===== config.mk =====
export PLATFORM = sky130hd
export DESIGN_NAME = pipe_stage_skid
export DESIGN_NICKNAME = d
export VERILOG_FILES = /design/src/rtl/pipe_pkg.sv /design/src/rtl/pipe_entry_reg.sv /design/src/rtl/pipe_stage_skid.sv
export SDC_FILE = /design/constraint.sdc
export NUM_CORES = 1
export LEC_CHECK = 0
export ABC_AREA = 1
export CAP_MARGIN = 20
export CORE_UTILIZATION = 40
export DETAILED_ROUTE_END_ITERATION = 16
export GPL_ROUTABILITY_DRIVEN = 1
export GPL_TIMING_DRIVEN = 0
export HOLD_SLACK_MARGIN = 0.1
export PLACE_DENSITY = 0.69
export SYNTH_ARGS = -nofsm -noshare
export SYNTH_HDL_FRONTEND = slang
export SYNTH_SLANG_ARGS = --single-unit

===== constraint.sdc =====
create_clock -name clk -period 2.06 [get_ports clk]
set_input_delay 0.309 -clock clk [delete_from_list [all_inputs] [get_ports clk]]
set_output_delay 0.309 -clock clk [all_outputs]
set_load 0.02 [all_outputs]

===== src/rtl/pipe_pkg.sv =====
// Shared widths and control-field layout for the inter-stage pipeline registers,
// so every stage packs and unpacks {RegWrite,MemRead,MemWrite,MemtoReg} identically.
package pipe_pkg;

    localparam int CTRL_W_STD    = 5;

    localparam int IFID_CTRL_W   = 1;
    localparam int IFID_DATA_W   = 64;
    localparam int IDEX_CTRL_W   = CTRL_W_STD;
    localparam int IDEX_DATA_W   = 32 + 32 + 32 + 5 + 5;
    localparam int EXMEM_CTRL_W  = CTRL_W_STD;
    localparam int EXMEM_DATA_W  = 32 + 32 + 5;
    localparam int MEMWB_CTRL_W  = CTRL_W_STD;
    localparam int MEMWB_DATA_W  = 32 + 32 + 5;

    localparam int CTRL_MEMTOREG_LSB = 0;
    localparam int CTRL_MEMTOREG_W   = 2;
    localparam int CTRL_MEMWRITE     = 2;
    localparam int CTRL_MEMREAD      = 3;
    localparam int CTRL_REGWRITE     = 4;

    function automatic logic [CTRL_W_STD-1:0] pack_ctrl(
        input logic       reg_write,
        input logic       mem_read,
        input logic       mem_write,
        input logic [1:0] mem_to_reg
    );
        logic [CTRL_W_STD-1:0] v;
        v = '0;
        v[CTRL_REGWRITE] = reg_write;
        v[CTRL_MEMREAD]  = mem_read;
        v[CTRL_MEMWRITE] = mem_write;
        v[CTRL_MEMTOREG_LSB +: CTRL_MEMTOREG_W] = mem_to_reg;
        return v;
    endfunction

endpackage


===== src/rtl/pipe_entry_reg.sv =====
// One pipeline entry: valid flag plus ctrl/data flops; load takes effect next edge.
// Clear and bubble drop valid and zero ctrl but leave data held; no backpressure of its own.
module pipe_entry_reg
    import pipe_pkg::*;
#(
    parameter int CTRL_W = 4,
    parameter int DATA_W = 32
) (
    input  logic              clk,
    input  logic              reset,
    input  logic              i_clear,
    input  logic              i_load,
    input  logic              i_bubble,
    input  logic [CTRL_W-1:0] i_ctrl,
    input  logic [DATA_W-1:0] i_data,
    output logic              o_valid,
    output logic [CTRL_W-1:0] o_ctrl,
    output logic [DATA_W-1:0] o_data
);

    logic              r_valid;
    logic [CTRL_W-1:0] r_ctrl;
    logic [DATA_W-1:0] r_data;

    always_ff @(posedge clk or posedge reset) begin
        if (reset) begin
            r_valid <= 1'b0;
            r_ctrl  <= '0;
            r_data  <= '0;
        end else if (i_clear || i_bubble) begin
            r_valid <= 1'b0;
            r_ctrl  <= '0;
        end else if (i_load) begin
            r_valid <= 1'b1;
            r_ctrl  <= i_ctrl;
            r_data  <= i_data;
        end
    end

    assign o_valid = r_valid;
    assign o_ctrl  = r_ctrl;
    assign o_data  = r_data;

endmodule


===== src/rtl/pipe_stage_skid.sv =====
// Inter-stage pipeline register with valid/ready, flush-to-bubble and optional skid entry; 1-cycle latency.
// SKID=1 holds up to two entries with a registered in_ready; SKID=0 passes out_ready back combinationally.
module pipe_stage_skid
    import pipe_pkg::*;
#(
    parameter int CTRL_W = 4,
    parameter int DATA_W = 32,
    parameter int SKID   = 1
) (
    input  logic              clk,
    input  logic              reset,
    input  logic              flush,
    input  logic              in_valid,
    output logic              in_ready,
    input  logic [CTRL_W-1:0] in_ctrl,
    input  logic [DATA_W-1:0] in_data,
    output logic              out_valid,
    input  logic              out_ready,
    output logic [CTRL_W-1:0] out_ctrl,
    output logic [DATA_W-1:0] out_data
);

    logic              w_main_v;
    logic [CTRL_W-1:0] w_main_ctrl;
    logic [DATA_W-1:0] w_main_data;
    logic              w_advance;
    logic              w_accept;
    logic              w_main_load;
    logic              w_main_bubble;
    logic [CTRL_W-1:0] w_main_ctrl_in;
    logic [DATA_W-1:0] w_main_data_in;

    assign w_advance = ~w_main_v | out_ready;
    assign w_accept  = in_valid & in_ready;

    generate
        if (SKID != 0) begin : g_skid
            logic              w_skid_v;
            logic [CTRL_W-1:0] w_skid_ctrl;
            logic [DATA_W-1:0] w_skid_data;
            logic              w_skid_load;
            logic              w_skid_bubble;

            assign in_ready = ~w_skid_v;

            // Skid always drains into main before any new input, which keeps order.
            assign w_main_load    = w_advance & (w_skid_v | w_accept);
            assign w_main_bubble  = w_advance & ~w_skid_v & ~w_accept;
            assign w_main_ctrl_in = w_skid_v ? w_skid_ctrl : in_ctrl;
            assign w_main_data_in = w_skid_v ? w_skid_data : in_data;

            assign w_skid_load    = w_accept & (~w_advance | w_skid_v);
            assign w_skid_bubble  = w_advance & w_skid_v & ~w_accept;

            pipe_entry_reg #(.CTRL_W(CTRL_W), .DATA_W(DATA_W)) u_skid (
                .clk      (clk),
                .reset    (reset),
                .i_clear  (flush),
                .i_load   (w_skid_load),
                .i_bubble (w_skid_bubble),
                .i_ctrl   (in_ctrl),
                .i_data   (in_data),
                .o_valid  (w_skid_v),
                .o_ctrl   (w_skid_ctrl),
                .o_data   (w_skid_data)
            );
        end else begin : g_noskid
            assign in_ready       = w_advance;
            assign w_main_load    = w_accept;
            assign w_main_bubble  = w_advance & ~w_accept;
            assign w_main_ctrl_in = in_ctrl;
            assign w_main_data_in = in_data;
        end
    endgenerate

    pipe_entry_reg #(.CTRL_W(CTRL_W), .DATA_W(DATA_W)) u_main (
        .clk      (clk),
        .reset    (reset),
        .i_clear  (flush),
        .i_load   (w_main_load),
        .i_bubble (w_main_bubble),
        .i_ctrl   (w_main_ctrl_in),
        .i_data   (w_main_data_in),
        .o_valid  (w_main_v),
        .o_ctrl   (w_main_ctrl),
        .o_data   (w_main_data)
    );

    assign out_valid = w_main_v;
    assign out_ctrl  = w_main_ctrl;
    assign out_data  = w_main_data;

endmodule


==> results by group <==
STA
  – Worst-margin pin slew: 0.783 ns
  – Setup TNS: 0 ns
  – RSZ-0062 raised after global routing: false
  – Fin. Hold Viols: 0
  – Final period util: 93.9%
  – Final Max Slew Viols: 0
  – Final setup vio count: 0
  – Highest Clock Rate: 0.517 GHz
  – Tmin final: 1.93 ns
  – Clock Skew: 0.00864 ns
  – Max_slew headroom: 47.7%
  – Worst hold slack: 0.451 ns

Die
  – Core footprint: 8260 um2
  – Die Y: 94.4 um
  – Core Rows: 33
  – Total die area: 8920 um2
  – Initial core utilization: 41.4%
  – Die W: 94.4 um
  – IO Pins: 79

Cells and area
  – Fillers: 800
  – ANT cells: 0
  – Area Overhead vs Synth: 31.8%
  – Design area: 4510 um2
  – Final core utilization: 54.6%
  – Nets: 576
  – Layout cell share with drive strength beyond 1: 7.98%

Setup path
  – CP Launch Type: flip-flop
  – Worst r2r path cells: 7
  – Endpoint type of the worst setup path: output pin
  – CP Class: reg2out
  – FF-to-FF End: u_main.o_data[5]$_DFFE_PP0P_
  – Arrival time worst endpoint: 1.63 ns
  – Worst reg-to-reg setup slack: 0.54 ns
  – Crit-path max FO: 12
  – R2R Path Start: g_skid.u_skid.o_valid$_DFFE_PP0P_
  – WP data required: 1.75 ns

Detailed routing
  – Iter 0 DRT Violations: 138
  – Drt first pass iters: 4
  – Post-DRT Antenna Nets: 0
  – Via/cell ratio: 4.76
  – Final WL: 8.09 mm
  – WL/cell: 12.6 um
  – Vias: 3066
  – Residual DRC: 0

Power
  – Gate power share: 23.2%
  – Sw frac: 30.0%
  – Sequential Power Share: 50.9%
  – Power Dens Cells: 799 nW/um2
  – Clk pwr share: 25.9%
  – Peak VDD IR: 0.289 mV
  – Net switching power: 1.08 mW
  – Power Total: 3.60 mW
  – Internal power: 2.52 mW
  – Leakage power: 2.42 nW

Clock tree
  – CTS Sinks: 74
  – Clock root buffer: clkbuf_8
  – H-tree depth: 3
  – TritonCTS buffer count: 9
  – Reg clk slew, reported paths: 0.07 ns
  – Post-CTS Setup Inserts: 0
  – Later-pin clock latency in the skew report: 0.34 ns
  – Hold-fix buffers at CTS: 0
  – CTS Buffer Depth: 2
  – CTS tree: built

Status
  – Status: finished, final reports clean

Min path
  – HP Class: in2async

Yosys
  – Flops & latches, synth: 74
  – Synth cell types: 13
  – Cell taking the most area after synthesis: dfrtp_1
  – Largest cells by area after synthesis: dfrtp_1 54%, nand2_1 32%, nand3_1 6.0%
  – Synthesized area: 3420 um2
  – Sequential share of the synthesized area: 54.2%
  – Syn Area/Cell: 7.66 um2
  – Syn Nets: 487
  – Mapped Cells: 446
  – Yosys top cell area share: 54.2%
  – Synth warn: 0

GRT
  – Initial antenna violation count: 0
  – Largest net degree at the start of global routing: 41
  – Global-route wire length before repair: 13.5 mm
  – Vias in the first global route: 2894
  – Aggregate global routing overflow: 0
  – GRT Total Usage: 19.8%

Placed design
  – Gpl congestion: 0.824
  – Placed Area: 4350 um2
  – Port Buffers: 78
  – HPWL Detailed: 5.75 mm

Flow run
  – Max Cap Viol: 0
==> final cells by class <==
| class | count | area (um2) | share of cell area, % |
|---|---|---|---|
| clock buffers | 12 | 135 | 3.00 |
| repair buffers | 79 | 801 | 17.8 |
| clock inverters | 3 | 17.5 | 0.389 |
| flip-flops and latches | 74 | 1850 | 41.1 |
| plain buffers | 23 | 158 | 3.50 |
| multi-input cells | 339 | 1370 | 30.4 |
| well taps | 105 | 131 | 2.92 |
| inverters | 9 | 41.3 | 0.916 |
==> kinds of logic after synthesis <==
family | after synthesis | synth area share [%]
AND/OR/NAND/NOR | 339 | 40.1
flip-flops | 74 | 54.2
buffers and inverters | 33 | 5.71
==> cell usage in the layout, fill, tap and decap left out, types with 2 or more instances in the layout <==
master	netlist	layout
clkdlybuf4s50_1	0	78
nand2_1	290	290
buf_2	15	15
buf_6	7	7
dfrtp_1	74	74
clkbuf_8	0	9
clkinvlp_4	0	3
nor2_1	3	3
clkinv_2	0	2
inv_1	8	6
clkbuf_1	2	4
nor2_4	2	2
nand3_1	41	41
==> worst max-delay path, cell delays in order, from the launching register on <==
cell and delay, ns:
dfrtp_1 0.43, clkinvlp_4 0.25, clkdlybuf4s50_1 0.61
==> sequential cells by signal, indices dropped and copies added (netlist names) <==
register / flops
u_main.o_valid: 1
u_main.o_ctrl: 4
g_skid.u_skid.o_ctrl: 4
g_skid.u_skid.o_valid: 1
g_skid.u_skid.o_data: 32
u_main.o_data: 32
==> worst max-delay path by stage <==
| stage | start | to | slack [ns] | cells after the start |
|---|---|---|---|---|
| detailed placement | in_valid | u_main.o_data[20]$_DFFE_PP0P_ | 0.22 | 7 |
| finish | g_skid.u_skid.o_valid$_DFFE_PP0P_ | in_ready | 0.13 | 2 |
| floorplan | u_main.o_valid$_DFFE_PP0P_ | g_skid.u_skid.o_data[0]$_DFFE_PP0P_ | 0.82 | 6 |
| CTS | g_skid.u_skid.o_valid$_DFFE_PP0P_ | in_ready | 0.0003 | 2 |
| global placement | reset | u_main.o_data[8]$_DFFE_PP0P_ | 0.02 | 2 |
| global route | g_skid.u_skid.o_valid$_DFFE_PP0P_ | in_ready | 0.06 | 2 |
==> power groups by stage <==
stage                     registers (mW)  clock network (mW)  logic [mW]
after floorplan                     1.97                   0       0.321
after global placement              1.85                   0       0.821
after detailed placement            1.86                   0       0.846
after CTS                           1.83               0.965       0.847
after global routing                1.86                1.03       0.929
final                               1.83               0.933       0.835
==> cell usage after synthesis (all sizes together) <==
| cell type | n |
|---|---|
| buf | 22 |
| clkbuf | 2 |
| dfrtp | 74 |
| inv | 9 |
| nand2 | 291 |
| nand3 | 42 |
| nor2 | 6 |
==> routing by layer <==
layer  track usage (%)  wire length, um
met1              26.3             3730
met2              32.5             3880
met3              3.78              393
met4              6.41               81
met5                 0                0
==> per-stage QoR <==
stage	worst slack, ns	std cells
after floorplan	0.825	446
after global placement	0.0228	629
after detailed placement	0.221	630
after CTS	0.000347	644
after global routing	0.0608	644
final	0.126	644
==> what timing repair did <==
item / CTS / global route
pin swaps: 0 / 0
endpoints found under the hold margin: 0 / 0
gates cloned: 0 / 0
setup endpoints to repair: 1 / 1
gates resized for setup: 0 / 1
No activity file was read; power rests on OpenSTA's default activity.
